### config.mk
export PLATFORM = sky130hd
export DESIGN_NAME = complete_arb_flat
export DESIGN_NICKNAME = d
export VERILOG_FILES = /design/src/rtl/complete_arb_pkg.sv /design/src/rtl/complete_if.sv /design/src/rtl/rr_pick_n.sv /design/src/rtl/complete_arb.sv /design/src/flat_wrapper.sv
export SDC_FILE = /design/constraint.sdc
export NUM_CORES = 1
export LEC_CHECK = 0
export ABC_CLOCK_PERIOD_IN_PS = 5900
export CAP_MARGIN = 20
export CORE_ASPECT_RATIO = 1.75
export CORE_MARGIN = 4
export CORE_UTILIZATION = 46
export DETAILED_ROUTE_END_ITERATION = 8
export GPL_TIMING_DRIVEN = 0
export HOLD_SLACK_MARGIN = 0.03
export PLACE_DENSITY = 0.8
export SETUP_SLACK_MARGIN = 0.5
export SYNTH_ARGS = -nofsm -noshare
export SYNTH_HDL_FRONTEND = slang
export SYNTH_HIERARCHICAL = 1
export SYNTH_SLANG_ARGS = --single-unit
### constraint.sdc
create_clock -name clock -period 5.9 [get_ports clock]
set_input_delay 1.475 -clock clock [delete_from_list [all_inputs] [get_ports clock]]
set_output_delay 1.475 -clock clock [all_outputs]
set_load 0.05 [all_outputs]
### src/rtl/complete_arb_pkg.sv
// rtl/complete_arb_pkg.sv - shared completion types and lane count
package complete_arb_pkg;

  typedef logic       bool;
  typedef logic [5:0] phy_reg_t;
  typedef logic [4:0] rob_idx_t;

  typedef enum logic [3:0] {
    EXC_NONE            = 4'd0,
    EXC_INSN_MISALIGNED = 4'd1,
    EXC_ILLEGAL_INSN    = 4'd2,
    EXC_BREAKPOINT      = 4'd3,
    EXC_LOAD_FAULT      = 4'd5,
    EXC_STORE_FAULT     = 4'd7
  } exc_t;

  // Single source for the number of completion lanes.
  localparam int COMPLETE_WIDTH = 3;

endpackage

### src/rtl/complete_if.sv
// rtl/complete_if.sv - completion bus carrying WIDTH result lanes
interface complete
  import complete_arb_pkg::*;
#(
  parameter int WIDTH = COMPLETE_WIDTH
) ();

  logic [WIDTH-1:0] valid;
  phy_reg_t         dst       [WIDTH];
  rob_idx_t         rob_idx   [WIDTH];
  logic [WIDTH-1:0] exc_valid;
  exc_t             exc       [WIDTH];

  modport cq   (output valid, dst, rob_idx, exc_valid, exc);
  modport sink (input  valid, dst, rob_idx, exc_valid, exc);

endinterface

### src/rtl/rr_pick_n.sv
// rtl/rr_pick_n.sv - combinational round-robin pick of up to W of N requesters
module rr_pick_n #(
  parameter int N  = 5,
  parameter int W  = 3,
  parameter int PW = (N > 1) ? $clog2(N) : 1,
  parameter int LW = (W > 1) ? $clog2(W) : 1
) (
  input  logic [N-1:0]  i_req,
  input  logic [PW-1:0] i_start,
  output logic [N-1:0]  o_grant,
  output logic [PW-1:0] o_lane_idx [W],
  output logic [W-1:0]  o_lane_valid,
  output logic [PW-1:0] o_next_ptr
);

  localparam int CW = $clog2(W + 1);

  // Walk requesters from i_start with modulo-N wrap, filling lanes in scan order
  always_comb begin
    logic [PW:0]   sum;
    logic [PW-1:0] idx;
    logic [CW-1:0] cnt;
    sum          = '0;
    idx          = '0;
    cnt          = '0;
    o_grant      = '0;
    o_lane_valid = '0;
    o_next_ptr   = i_start;
    for (int k = 0; k < W; k++) begin
      o_lane_idx[k] = '0;
    end
    for (int j = 0; j < N; j++) begin
      sum = {1'b0, i_start} + (PW+1)'(j);
      if (sum >= (PW+1)'(N)) begin
        sum = sum - (PW+1)'(N);
      end
      idx = sum[PW-1:0];
      if (i_req[idx] && (cnt < CW'(W))) begin
        o_grant[idx]              = 1'b1;
        o_lane_idx[cnt[LW-1:0]]   = idx;
        o_lane_valid[cnt[LW-1:0]] = 1'b1;
        cnt                       = cnt + 1'b1;
        // The last grant in scan order decides where the next scan begins.
        o_next_ptr = (idx == PW'(N - 1)) ? '0 : idx + 1'b1;
      end
    end
  end

endmodule

### src/rtl/complete_arb.sv
// rtl/complete_arb.sv - round-robin completion arbiter; COMPLETE_ARB_PERF_EN adds perf counters
module complete_arb
  import complete_arb_pkg::*;
#(
  parameter int NUM_REQ = 5,
  parameter int WIDTH   = COMPLETE_WIDTH
) (
  input  logic               clock,
  input  logic               reset_n,
  input  logic               flush,
  input  logic [NUM_REQ-1:0] req_valid,
  input  phy_reg_t           req_dst       [NUM_REQ],
  input  rob_idx_t           req_rob_idx   [NUM_REQ],
  input  logic [NUM_REQ-1:0] req_exc_valid,
  input  exc_t               req_exc       [NUM_REQ],
  output logic [NUM_REQ-1:0] req_ready,
`ifdef COMPLETE_ARB_PERF_EN
  output logic [31:0]        perf_grant_cnt,
  output logic [31:0]        perf_conflict_cnt,
`endif
  complete.cq                cdb
);

  localparam int PW = (NUM_REQ > 1) ? $clog2(NUM_REQ) : 1;

  logic [PW-1:0]      r_rr_ptr;
  logic [WIDTH-1:0]   r_valid;
  phy_reg_t           r_dst       [WIDTH];
  rob_idx_t           r_rob_idx   [WIDTH];
  logic [WIDTH-1:0]   r_exc_valid;
  exc_t               r_exc       [WIDTH];

  logic [NUM_REQ-1:0] w_valid_gated;
  logic [NUM_REQ-1:0] w_grant;
  logic [PW-1:0]      w_lane_idx  [WIDTH];
  logic [WIDTH-1:0]   w_lane_valid;
  logic [PW-1:0]      w_next_ptr;

  // A flushing cycle arbitrates nothing, so nothing is accepted from the units.
  assign w_valid_gated = flush ? '0 : req_valid;

  rr_pick_n #(
    .N (NUM_REQ),
    .W (WIDTH)
  ) u_pick (
    .i_req        (w_valid_gated),
    .i_start      (r_rr_ptr),
    .o_grant      (w_grant),
    .o_lane_idx   (w_lane_idx),
    .o_lane_valid (w_lane_valid),
    .o_next_ptr   (w_next_ptr)
  );

  // Grants are suppressed while reset is held so no result is lost to the clear.
  assign req_ready = reset_n ? w_grant : '0;

  // Pointer and output lanes: load granted payloads, zero unfilled lanes
  always_ff @(posedge clock or negedge reset_n) begin
    if (!reset_n) begin
      r_rr_ptr    <= '0;
      r_valid     <= '0;
      r_exc_valid <= '0;
      for (int k = 0; k < WIDTH; k++) begin
        r_dst[k]     <= '0;
        r_rob_idx[k] <= '0;
        r_exc[k]     <= EXC_NONE;
      end
    end else if (flush) begin
      r_rr_ptr    <= '0;
      r_valid     <= '0;
      r_exc_valid <= '0;
      for (int k = 0; k < WIDTH; k++) begin
        r_dst[k]     <= '0;
        r_rob_idx[k] <= '0;
        r_exc[k]     <= EXC_NONE;
      end
    end else begin
      r_rr_ptr <= w_next_ptr;
      for (int k = 0; k < WIDTH; k++) begin
        if (w_lane_valid[k]) begin
          r_valid[k]     <= 1'b1;
          r_dst[k]       <= req_dst[w_lane_idx[k]];
          r_rob_idx[k]   <= req_rob_idx[w_lane_idx[k]];
          r_exc_valid[k] <= req_exc_valid[w_lane_idx[k]];
          r_exc[k]       <= req_exc[w_lane_idx[k]];
        end else begin
          r_valid[k]     <= 1'b0;
          r_dst[k]       <= '0;
          r_rob_idx[k]   <= '0;
          r_exc_valid[k] <= 1'b0;
          r_exc[k]       <= EXC_NONE;
        end
      end
    end
  end

  assign cdb.valid     = r_valid;
  assign cdb.dst       = r_dst;
  assign cdb.rob_idx   = r_rob_idx;
  assign cdb.exc_valid = r_exc_valid;
  assign cdb.exc       = r_exc;

`ifdef COMPLETE_ARB_PERF_EN
  logic [31:0] r_perf_grant_cnt;
  logic [31:0] r_perf_conflict_cnt;

  // Free-running counters; only reset clears them, flush does not
  always_ff @(posedge clock or negedge reset_n) begin
    if (!reset_n) begin
      r_perf_grant_cnt    <= '0;
      r_perf_conflict_cnt <= '0;
    end else begin
      r_perf_grant_cnt <= r_perf_grant_cnt + 32'($countones(w_grant));
      if ($countones(w_valid_gated) > WIDTH) begin
        r_perf_conflict_cnt <= r_perf_conflict_cnt + 32'd1;
      end
    end
  end

  assign perf_grant_cnt    = r_perf_grant_cnt;
  assign perf_conflict_cnt = r_perf_conflict_cnt;
`endif

endmodule

### src/flat_wrapper.sv
// flat-port wrapper written by rule: the top's interface ports become plain ports
module complete_arb_flat import complete_arb_pkg::*;
#(
  parameter int NUM_REQ = 5,
  parameter int WIDTH   = COMPLETE_WIDTH
)
  (clock, reset_n, flush, req_valid, req_dst, req_rob_idx, req_exc_valid, req_exc, req_ready, cdb_valid, cdb_dst, cdb_rob_idx, cdb_exc_valid, cdb_exc);
  complete #(.WIDTH(WIDTH)) cdb_i ();
  input  logic clock;
  input  logic reset_n;
  input  logic flush;
  input  logic [NUM_REQ-1:0] req_valid;
  input  phy_reg_t req_dst[NUM_REQ];
  input  rob_idx_t req_rob_idx[NUM_REQ];
  input  logic [NUM_REQ-1:0] req_exc_valid;
  input  exc_t req_exc[NUM_REQ];
  output logic [NUM_REQ-1:0] req_ready;
  output wire logic [$bits(cdb_i.valid)-1:0] cdb_valid;
  output wire logic [$bits(cdb_i.dst)-1:0] cdb_dst;
  output wire logic [$bits(cdb_i.rob_idx)-1:0] cdb_rob_idx;
  output wire logic [$bits(cdb_i.exc_valid)-1:0] cdb_exc_valid;
  output wire logic [$bits(cdb_i.exc)-1:0] cdb_exc;
  assign cdb_valid = cdb_i.valid;
  assign cdb_dst = {>>{cdb_i.dst}};
  assign cdb_rob_idx = {>>{cdb_i.rob_idx}};
  assign cdb_exc_valid = cdb_i.exc_valid;
  assign cdb_exc = {>>{cdb_i.exc}};
  complete_arb #(.NUM_REQ(NUM_REQ), .WIDTH(WIDTH)) u_core (.clock(clock), .reset_n(reset_n), .flush(flush), .req_valid(req_valid), .req_dst(req_dst), .req_rob_idx(req_rob_idx), .req_exc_valid(req_exc_valid), .req_exc(req_exc), .req_ready(req_ready), .cdb(cdb_i));
endmodule
# Word-level counts from Yosys, hierarchy flattened
# Cells that the tools add are included.
# totals
reg_bits,54
input_bits,88
output_inout_bits,56
word_cells,238
# classes
n_addsub,17
order_cmp,41
n_eq_ne,5
mux,130
bitwise_logic,15
reduce_logical,18
# op_table
cell,n
$mux W3,27
$mux W5,16
$bmux W6 S3,3
$mux W6,9
$bmux W5 S3,3
$bmux W4 S3,3
$bwmux W9,4
$mux W4,9
$mux W9,4
$lt A3 B4 Y1 const B,8
$mux W1,25
$bmux W1 S3,8
$demux W3 S2,4
$or A5 B5 Y5,4
$mux W18,1
$logic_and A1 B1 Y1,17
$ge A4 B3 Y1 const B,4
$add A3 B1 Y3 const B,5
$demux W1 S3,5
$eq A3 B3 Y1 const B,5
$ge A3 B1 Y1 const B,5
$ge A3 B3 Y1 const B,5
$mux W15,1
$sub A3 B3 Y3 const B,5
other kinds (17),46

# Longest topological paths before layout
# Gate-level depths: netlist (run 1).
# logic_depth
word_depth,27
mapped_depth,24
ltp_nobuf,18

# Modules after synthesis
# The synthesis (run 1) kept the hierarchy.
# modules_own_cells
module,instances,cells_each,area_each_um2,seq_area_each_um2
complete_arb,1,304,3404.5,1351.3
rr_pick_n,1,306,2234.6,0.0

# Worst setup path before layout (run 1)
# Ideal clock, no wire load.
# synth_path
path_type,input -> output
startpoint,input port flush
endpoint,output port req_ready[0]
arrival_ps,4944
required_time_ps,4425
path_slack_ps,-519
path_stages,15
n_path_buf,3
cell_sequence,buf_6 > nor2b_1 > o21ai_0 > and4_1 > o41ai_4 > ha_1 > and2_1 > clkbuf_1 > a41oi_1 > o21ai_4 > a21oi_2 > buf_4 > nand2_1 > o221ai_1 > and2_1
# synth_via
elab_chain_cells,17
word_cells_on_any_way,36
classes_between,add/sub (3); order compare (4); mux (21); bitwise (4); reduce/logical (4)
# synth_rtl
element,line,source
"start, declared",flat_wrapper.sv:11,input logic flush;
$mux W5 *,complete_arb.sv:40,assign w_valid_gated = flush ? '0 : req_valid;
net u_core.w_valid_gated[2],complete_arb.sv:33,logic [NUM_REQ-1:0] w_valid_gated;
$bmux W1 S3,rr_pick_n.sv:38,if (i_req[idx] && (cnt < CW'(W))) begin
$mux W1 (implied by the code),rr_pick_n.sv:38,
$mux W1,rr_pick_n.sv:38,
$lt A2 B2 Y1,rr_pick_n.sv:38,
$logic_and A1 B1 Y1,rr_pick_n.sv:38,
$mux W2,rr_pick_n.sv:38,
(+3 left out),n/a,
$lt A2 B2 Y1,rr_pick_n.sv:38,
$logic_and A1 B1 Y1,rr_pick_n.sv:38,
$mux W2,rr_pick_n.sv:38,
$lt A2 B2 Y1,rr_pick_n.sv:38,
$logic_and A1 B1 Y1,rr_pick_n.sv:38,
$mux W5 *,rr_pick_n.sv:38,
net u_core.w_grant[0],complete_arb.sv:34,logic [NUM_REQ-1:0] w_grant;
$mux W5 *,complete_arb.sv:55,assign req_ready = reset_n ? w_grant : '0;
"end, declared",flat_wrapper.sv:17,output logic [NUM_REQ-1:0] req_ready;
# Mark *: on every way through the listed nets, which the timed path passes. The rest lies on a longest branch. The select of a mux whose other input is x is not followed.

# Worst setup path after layout (run 1)
# layout_path
startpoint,input port flush
endpoint,output port req_ready[3]
# The elaborated chain is that of the path after synthesis.

==> results.txt, run 1 <==
----------------------------------------------------
[Status]
  Result of the run ... finished with violations
  Violated checks ... negative setup slack

[Synthesis]
  Main area contributors after synthesis ... sky130_fd_sc_hd__dfrtp_1 (24%), sky130_fd_sc_hd__mux2i_1 (17%), sky130_fd_sc_hd__a21o_1 (4.9%)
  Synth async-reset ratio ... 1.00
  Area leader, netlist ... sky130_fd_sc_hd__dfrtp_1
  Post-synth EDFFs ... 0
  Number of synthesized register bits ... 54
  Commonest register cell after synthesis ... sky130_fd_sc_hd__dfrtp_1
  Most frequent cell after synthesis ... sky130_fd_sc_hd__mux2i_1
  Share of the synthesized area in the top cell type ... 0.240
  Ranking of synthesized cells by instance count ... sky130_fd_sc_hd__mux2i_1 (93), sky130_fd_sc_hd__dfrtp_1 (54), sky130_fd_sc_hd__nor2_1 (38)
  Warning count from the yosys run ... 6
  Net Count, Synth ... 719
  Share of the yosys chip area belonging to registers ... 0.240
  Cell area after synthesis ... 0.00564 sq mm
  Number of instances in the synthesized netlist ... 610
  Mean cell area of the mapped netlist ... 9.24 sq um
  Post-synthesis cell type count ... 82

[Worst setup path]
  Critical Path Source Type ... input port
  Crit path DAT ... 4690 ps
  Worst setup path class ... in -> out
  Cell type group with the largest total delay on the critical path ... compound AO/OA/AOI/OAI gates
  Top cell by count, worst path ... sky130_fd_sc_hd__buf_8
  CP Cell Sequence ... buf_8 > buf_8 > and2b_4 > buf_4 > nand2b_4 > and4_4 > o41ai_4 > ha_4 > and2_4 > buf_8 > a41oi_4 > o21ai_4 > buf_12 > a21oi_4 > nand2_4 > o311ai_2 > and2_4 > buf_8
  Sum of buffers and inverters on the critical path ... 6
  Maximum fanout along the worst path ... 5
  Slowest library cell on the worst path ... sky130_fd_sc_hd__o41ai_4
  Setup crit end kind ... output port
  Critical Path Max Stage Delay ... 410 ps
  Required time of the critical path ... 4430 ps

[Timing]
  Clk_skew ... 4.52 ps
  RSZ-0062 raised after global routing ... true
  Ratio of final minimum period to clock period ... 1.04
  Total of endpoints with negative setup slack in the final report ... 21
  Achievable Freq ... 162 MHz
  Final setup margin ... -265 ps
  Final-report max-slew violation count ... 0
  Final Hold Vio Count ... 0
  Worst-Margin Slew ... 851 ps
  Shortest clock period the worst path allows after layout ... 6160 ps
  Slew HR ... 0.428

[Clock tree]
  Source-to-sink clock delay at the later pin of the worst-skew pair ... 310 ps
  Clock tree from TritonCTS ... done
  H-tree level count ... 2
  Clock transition at the registers of the reported paths ... 70 ps
  Clk sink count ... 54
  CTS buffer count ... 5
  Clk buf depth ... 2
  Number of buffers inserted by hold repair at cts ... 0
  Root Buffer Master ... sky130_fd_sc_hd__clkbuf_16

[Place]
  HPWL reported at the end of detailed placement ... 17600 um
  Total of buffers placed on input and output ports ... 143
  Final GP Congestion ... 1.00
  Number of placed instances with taps included ... 919

[Drt]
  Routed length per placed instance ... 26.2 um
  DR iter-0 viols ... 460
  Number of vias per cell after detailed routing ... 6.59
  Final routed wirelength across all metal layers ... 25600 um
  Routed Antenna Nets ... 0
  Pre-Repair DR Iteration Count ... 5
  DRC viols ... 0
  Number of vias in the routed layout ... 6440

[Hold path]
  Worst min-delay path class ... in -> async

[Die]
  Height of the chip ... 154 um
  Initial core utilization ... 0.470
  IO Count ... 144
  Std cell rows ... 53
  Floorplan die width ... 91.7 um
  Floorplan Core Area ... 0.0120 sq mm
  Area of the die ... 0.0142 sq mm

[Global route]
  All-layer global routing usage ... 0.333
  Initial antenna violation count ... 0
  First-pass GRT wire length ... 36400 um
  Gr ovfl total ... 0
  Largest net degree at the start of global routing ... 36
  Via count of the first global-routing pass ... 6631

[Cells and area]
  Non-filler cells in the finished layout ... 977
  Area Growth Syn to Fin ... 52.9%
  Number of antenna repair diodes ... 0
  Share of final-layout standard cells stronger than drive strength 1 ... 0.292
  Number of nets in the final layout ... 920

[Job]
  Number of maximum-capacitance violations ... 0

----------------------------------------------------
## worst paths after layout
check / start / to / slack [ps] / cells past startpoint
max: flush / req_ready[3] / -260 / 18
min: reset_n / u_core/cdb.dst[17]$_DFF_PN0_ / 1170 / 1
max reg2reg: u_core/r_rr_ptr[2]$_DFF_PN0_ / u_core/cdb.exc[10]$_DFF_PN0_ / -50 / 25
min reg2reg: u_core/r_rr_ptr[1]$_DFF_PN0_ / u_core/r_rr_ptr[1]$_DFF_PN0_ / 1390 / 6
max in group asynchronous: reset_n / u_core/r_rr_ptr[1]$_DFF_PN0_ / 4090 / 2
min in group clock: u_core/r_rr_ptr[1]$_DFF_PN0_ / u_core/r_rr_ptr[1]$_DFF_PN0_ / 1390 / 6
## cell type report
type | instances | area (sq um)
Tap cell | 165 | 206
Clock inverter | 3 | 45.0
Fill cell | 852 | 3380
Sequential cell | 54 | 1350
Clock buffer | 5 | 125
Inverter | 23 | 91.3
Timing Repair Buffer | 194 | 1940
Buffer | 46 | 445
Multi-Input combinational cell | 487 | 4410
## state kept, by name, summed over array words and instances, names as in the netlist
| name | flops |
|---|---|
| u_core/cdb.valid | 3 |
| u_core/cdb.dst | 18 |
| u_core/r_rr_ptr | 3 |
| u_core/cdb.exc | 12 |
| u_core/cdb.rob_idx | 15 |
| u_core/cdb.exc_valid | 3 |
## cell families (layout without fill, tap and decap cells)
| group | Yosys count | count (layout) | share of synthesized area |
|---|---|---|---|
| adder cells (fa/ha/maj) | 21 | 21 | 0.0493 |
| XOR/XNOR | 5 | 5 | 0.00910 |
| buffers and inverters | 69 | 271 | 0.0650 |
| AO/OA/AOI/OAI | 198 | 198 | 0.280 |
| flip-flops | 54 | 54 | 0.240 |
| multiplexers | 110 | 110 | 0.199 |
| AND/OR/NAND/NOR | 153 | 153 | 0.157 |
## stage by stage
stage / util / hold slack [ps] / setup slack (ps) / TNS [ps] / area [sq um]
after floorplan: - / 997 / -83.0 / -295 / 5740
after global placement: 0.614 / 1460 / -2060 / -49730 / 7370
after detailed placement: 0.616 / 1460 / -2110 / -55070 / 7390
after CTS: 0.671 / 1200 / -230 / -749 / 8060
after global routing: 0.718 / 1220 / -332 / -4720 / 8620
final: 0.718 / 1170 / -265 / -2890 / 8620
## layer usage
metal | vias up | part of all wire | GRT usage
li1 | 2735 | - | -
met1 | 3043 | 0.31 | 0.315
met2 | 490 | 0.51 | 0.622
met3 | 172 | 0.085 | 0.0584
met4 | 0 | 0.10 | 0.254
met5 | - | 0 | 0
## placed cells by master (no fill, tap or decap), types with 6 or more instances in the layout
cell	n
sky130_fd_sc_hd__buf_4	41
sky130_fd_sc_hd__buf_6	24
sky130_fd_sc_hd__buf_12	8
sky130_fd_sc_hd__a211oi_2	6
sky130_fd_sc_hd__dfrtp_1	52
sky130_fd_sc_hd__nand2_1	25
sky130_fd_sc_hd__a211oi_1	6
sky130_fd_sc_hd__a221o_2	9
sky130_fd_sc_hd__buf_2	14
sky130_fd_sc_hd__mux2_2	10
sky130_fd_sc_hd__nor3_1	9
sky130_fd_sc_hd__o22ai_4	6
sky130_fd_sc_hd__mux2i_1	87
sky130_fd_sc_hd__a221o_1	8
sky130_fd_sc_hd__ha_1	16
sky130_fd_sc_hd__and3_1	6
sky130_fd_sc_hd__a211o_1	10
sky130_fd_sc_hd__inv_1	14
sky130_fd_sc_hd__inv_2	7
sky130_fd_sc_hd__clkbuf_16	7
sky130_fd_sc_hd__nand2b_1	7
sky130_fd_sc_hd__a21o_1	37
sky130_fd_sc_hd__o22ai_2	12
sky130_fd_sc_hd__nor2_1	36
sky130_fd_sc_hd__nand3_1	9
sky130_fd_sc_hd__mux2_4	6
sky130_fd_sc_hd__clkdlybuf4s50_1	133
sky130_fd_sc_hd__o21ai_0	6
sky130_fd_sc_hd__and2_4	7
sky130_fd_sc_hd__o22ai_1	17
sky130_fd_sc_hd__a21oi_1	17
sky130_fd_sc_hd__a22oi_1	6
sky130_fd_sc_hd__buf_8	10
## worst reg2reg max path, cell delays in order, from the launching register on
cell and delay, ps:
sky130_fd_sc_hd__dfrtp_1 550, sky130_fd_sc_hd__buf_2 310, sky130_fd_sc_hd__inv_1 170, sky130_fd_sc_hd__ha_1 330
sky130_fd_sc_hd__buf_2 190, sky130_fd_sc_hd__o22a_1 280, sky130_fd_sc_hd__a2111oi_4 360, sky130_fd_sc_hd__a211oi_2 100
sky130_fd_sc_hd__buf_6 160, sky130_fd_sc_hd__ha_4 210, sky130_fd_sc_hd__and2_4 140, sky130_fd_sc_hd__buf_8 120
sky130_fd_sc_hd__a41oi_4 200, sky130_fd_sc_hd__o21ai_4 120, sky130_fd_sc_hd__buf_12 150, sky130_fd_sc_hd__buf_4 130
sky130_fd_sc_hd__buf_8 120, sky130_fd_sc_hd__nor3_2 490, sky130_fd_sc_hd__a22oi_1 250, sky130_fd_sc_hd__o31ai_1 130
sky130_fd_sc_hd__clkbuf_1 340, sky130_fd_sc_hd__nor2_1 80, sky130_fd_sc_hd__and3_1 190, sky130_fd_sc_hd__clkbuf_1 210
sky130_fd_sc_hd__buf_2 270, sky130_fd_sc_hd__a21o_1 250
## timing repair
action / in CTS / in global routing
endpoints found under the hold margin: 0 / 0
resized for setup: 99 / 99
setup endpoints to repair: 57 / 53
setup buffers: 35 / 13
pin swaps: 23 / 25
gates cloned: 0 / 2
Power of run 1 is not shown: default switching activity piles up to over one toggle a cycle in this logic, so the estimate is an artifact.
==> run 2, diff against run 1 <==
--- a/config.mk
+++ b/config.mk
@@ -5,16 +5,16 @@
 export SDC_FILE = /design/constraint.sdc
 export NUM_CORES = 1
 export LEC_CHECK = 0
-export ABC_CLOCK_PERIOD_IN_PS = 5900
-export CAP_MARGIN = 20
+export ABC_CLOCK_PERIOD_IN_PS = 6300
 export CORE_ASPECT_RATIO = 1.75
 export CORE_MARGIN = 4
-export CORE_UTILIZATION = 46
+export CORE_UTILIZATION = 51
 export DETAILED_ROUTE_END_ITERATION = 8
 export GPL_TIMING_DRIVEN = 0
 export HOLD_SLACK_MARGIN = 0.03
-export PLACE_DENSITY = 0.8
+export PLACE_DENSITY = 0.84
 export SETUP_SLACK_MARGIN = 0.5
+export SLEW_MARGIN = 15
 export SYNTH_ARGS = -nofsm -noshare
 export SYNTH_HDL_FRONTEND = slang
 export SYNTH_HIERARCHICAL = 1
==> constraint.sdc (replaced) <==
create_clock -name clock -period 6.3 [get_ports clock]
set_input_delay 1.575 -clock clock [delete_from_list [all_inputs] [get_ports clock]]
set_output_delay 1.575 -clock clock [all_outputs]
set_load 0.05 [all_outputs]
==> run 2 against run 1 <==
Sequential share of layout area rose by 0.92 points. Via count decreased by 1.6%. Critical path depth increased by 2. Largest cell class unchanged. Final area is 5.6% lower. Clock skew down 0.96 ps. Non-clock buffer count decreased by 6. Critical endpoint unchanged. First-iteration DRC count shrank 5.7%. Flip-flop and latch count stayed put. Utilization rose by 3.8 points. Wire length down 3.6%. Global-route usage grew 4.3 points. The flow now finishes without violations. Worst setup slack improved by 270 ps.
==> results.txt, run 2 (synthesis gave the netlist of run 1 again) <==
----------------------------------------------------
[Place]
  Total of buffers placed on input and output ports ... 143
  HPWL reported at the end of detailed placement ... 17600 um
  Final GP Congestion ... 0.962
  Number of placed instances with taps included ... 883

[Cells and area]
  Max reg flops ... 18
  Share of final-layout standard cells stronger than drive strength 1 ... 0.258
  Number of nets in the final layout ... 914
  Filler cells ... 801
  Most common library cell in the layout ignoring fill and taps ... sky130_fd_sc_hd__clkdlybuf4s50_1
  Non-filler cells in the finished layout ... 935
  Share of the core filled with cells ... 0.756
  Number of antenna repair diodes ... 0
  Area Growth Syn to Fin ... 44.2%
  Most frequent cells in the layout ... sky130_fd_sc_hd__clkdlybuf4s50_1 (132), sky130_fd_sc_hd__mux2i_1 (91), sky130_fd_sc_hd__dfrtp_1 (53), sky130_fd_sc_hd__buf_4 (45)

[Drt]
  DRC viols ... 0
  Number of vias per cell after detailed routing ... 6.78
  Final routed wirelength across all metal layers ... 24700 um
  Pre-Repair DR Iteration Count ... 5
  Number of vias in the routed layout ... 6336
  Routed Antenna Nets ... 0
  DR iter-0 viols ... 434
  Routed length per placed instance ... 26.4 um

[Job]
  Number of maximum-capacitance violations ... 0

[Die]
  Initial core utilization ... 0.524
  IO Count ... 144
  Floorplan die width ... 87.5 um
  Area of the die ... 0.0129 sq mm
  Std cell rows ... 50
  Floorplan Core Area ... 0.0108 sq mm
  Height of the chip ... 147 um

[Timing]
  Clk_skew ... 3.56 ps
  Final Hold Vio Count ... 0
  Shortest clock period the worst path allows after layout ... 6290 ps
  Ratio of final minimum period to clock period ... 0.999
  RSZ-0062 raised after global routing ... true
  Min Hold Slack ... 1360 ps
  Slew HR ... 0.370
  Final-report max-slew violation count ... 0
  Achievable Freq ... 159 MHz
  Total of endpoints with negative setup slack in the final report ... 0
  Worst-Margin Slew ... 938 ps

[Clock tree]
  Root Buffer Master ... sky130_fd_sc_hd__clkbuf_16
  Clk buf depth ... 2
  Number of buffers inserted by hold repair at cts ... 0
  Source-to-sink clock delay at the later pin of the worst-skew pair ... 300 ps
  H-tree level count ... 2
  Clock tree from TritonCTS ... done
  Clock transition at the registers of the reported paths ... 70 ps
  CTS buffer count ... 5
  Clk sink count ... 54

[Worst setup path]
  Reg2reg path depth ... 21
  Slowest library cell on the worst path ... sky130_fd_sc_hd__and2b_4
  Required time of the critical path ... 4720 ps
  Critical Path Max Stage Delay ... 280 ps
  Setup crit start ... flush
  Worst reg-to-reg setup slack ... 620 ps
  Critical Path Source Type ... input port
  Setup crit end kind ... output port
  Maximum fanout along the worst path ... 8
  Worst setup path class ... in -> out
  Reg-to-reg startpoint ... u_core/r_rr_ptr[2]$_DFF_PN0_
  Crit path DAT ... 4720 ps
  Worst setup path endpoint ... req_ready[3]
  CP Cell Sequence ... buf_8 > buf_8 > and2b_4 > buf_12 > nor2_2 > o211ai_1 > o311ai_2 > o41ai_4 > buf_4 > ha_4 > and2_4 > buf_8 > a41oi_4 > o21ai_4 > a21oi_4 > buf_6 > nand4_1 > o311ai_2 > and2_4 > buf_8
  Top cell by count, worst path ... sky130_fd_sc_hd__buf_8
  R2R Path End ... u_core/cdb.exc[0]$_DFF_PN0_

[Global route]
  Largest net degree at the start of global routing ... 60
  Via count of the first global-routing pass ... 6679
  Initial antenna violation count ... 0
  All-layer global routing usage ... 0.376
  Gr ovfl total ... 0
  First-pass GRT wire length ... 37000 um

[Status]
  Result of the run ... finished, final reports clean

[Hold path]
  Worst min-delay path class ... in -> async

----------------------------------------------------
-- run 2: changes by cell type in the layout (fill, tap and decap cells not counted), sizes merged --
| cell | previous run | this run |
|---|---|---|
| buf | 97 | 84 |
| clkbuf | 12 | 20 |
| clkdlybuf4s50 | 133 | 132 |
| clkinvlp | 2 | 0 |
| dlymetal6s2s | 0 | 1 |
-- run 2: worst min-delay path by stage --
| stage | endpoint | start | slack [ps] |
|---|---|---|---|
| floorplan | u_core/r_rr_ptr[1]$_DFF_PN0_ | u_core/r_rr_ptr[1]$_DFF_PN0_ | 1000 |
| global route | u_core/cdb.exc[0]$_DFF_PN0_ | reset_n | 1420 |
| global placement | u_core/r_rr_ptr[1]$_DFF_PN0_ | u_core/r_rr_ptr[1]$_DFF_PN0_ | 1440 |
| finish | u_core/cdb.rob_idx[8]$_DFF_PN0_ | reset_n | 1360 |
| detailed placement | u_core/r_rr_ptr[1]$_DFF_PN0_ | u_core/r_rr_ptr[1]$_DFF_PN0_ | 1450 |
| CTS | u_core/r_rr_ptr[1]$_DFF_PN0_ | u_core/r_rr_ptr[1]$_DFF_PN0_ | 1350 |
-- run 2: cell type report --
class | count | area (sq um) | share of cell area
buffer | 46 | 332 | 0.0408
clock buffer | 6 | 139 | 0.0171
inverter | 23 | 86.3 | 0.0106
tap | 130 | 163 | 0.0200
multi-input combinational | 487 | 4210 | 0.517
clock inverter | 1 | 30.0 | 0.00369
timing repair buffer | 188 | 1820 | 0.224
sequential | 54 | 1350 | 0.166
-- run 2: worst max-delay path, delay by kind of cell --
kind / cells / cell delay [ps]
compound gates: 7 / 1210
buf+inv: 7 / 940
simple gates: 5 / 770
fa+ha+maj: 1 / 200
-- run 2: stage by stage --
step	TNS [ps]	cell area (sq um)	setup slack, ps
global placement	-34050	7310	-1790
floorplan	0	5710	117
global route	-77.8	8130	-45.3
CTS	0	7870	70.7
detailed placement	-38060	7310	-1840
finish	0	8130	5.36
-- run 2: per-layer routing --
metal	global-route usage	wire length, um	up-vias
met5	0	0	-
met4	0.267	1970	0
met3	0.0976	2340	133
met2	0.651	12700	456
met1	0.376	7730	3018
li1	-	-	2729
-- run 2: what timing repair did --
item / 4_1_cts / 5_1_grt
gates resized for setup: 82 / 45
pin swaps: 20 / 16
setup endpoints to repair: 53 / 53
buffers inserted: 31 / 14
Power of run 2 is left out for the same reason.
==> run 3, diff against run 2 <==
--- a/config.mk
+++ b/config.mk
@@ -9,6 +9,7 @@
 export CORE_ASPECT_RATIO = 1.75
 export CORE_MARGIN = 4
 export CORE_UTILIZATION = 51
+export CTS_BUF_LIST = sky130_fd_sc_hd__clkbuf_8 sky130_fd_sc_hd__clkbuf_16
 export DETAILED_ROUTE_END_ITERATION = 8
 export GPL_TIMING_DRIVEN = 0
 export HOLD_SLACK_MARGIN = 0.03
==> results of run 3 <==
Same layout as run 2: the final DEF is identical, and so are final timing and power.
Power of run 3 is left out for the same reason.
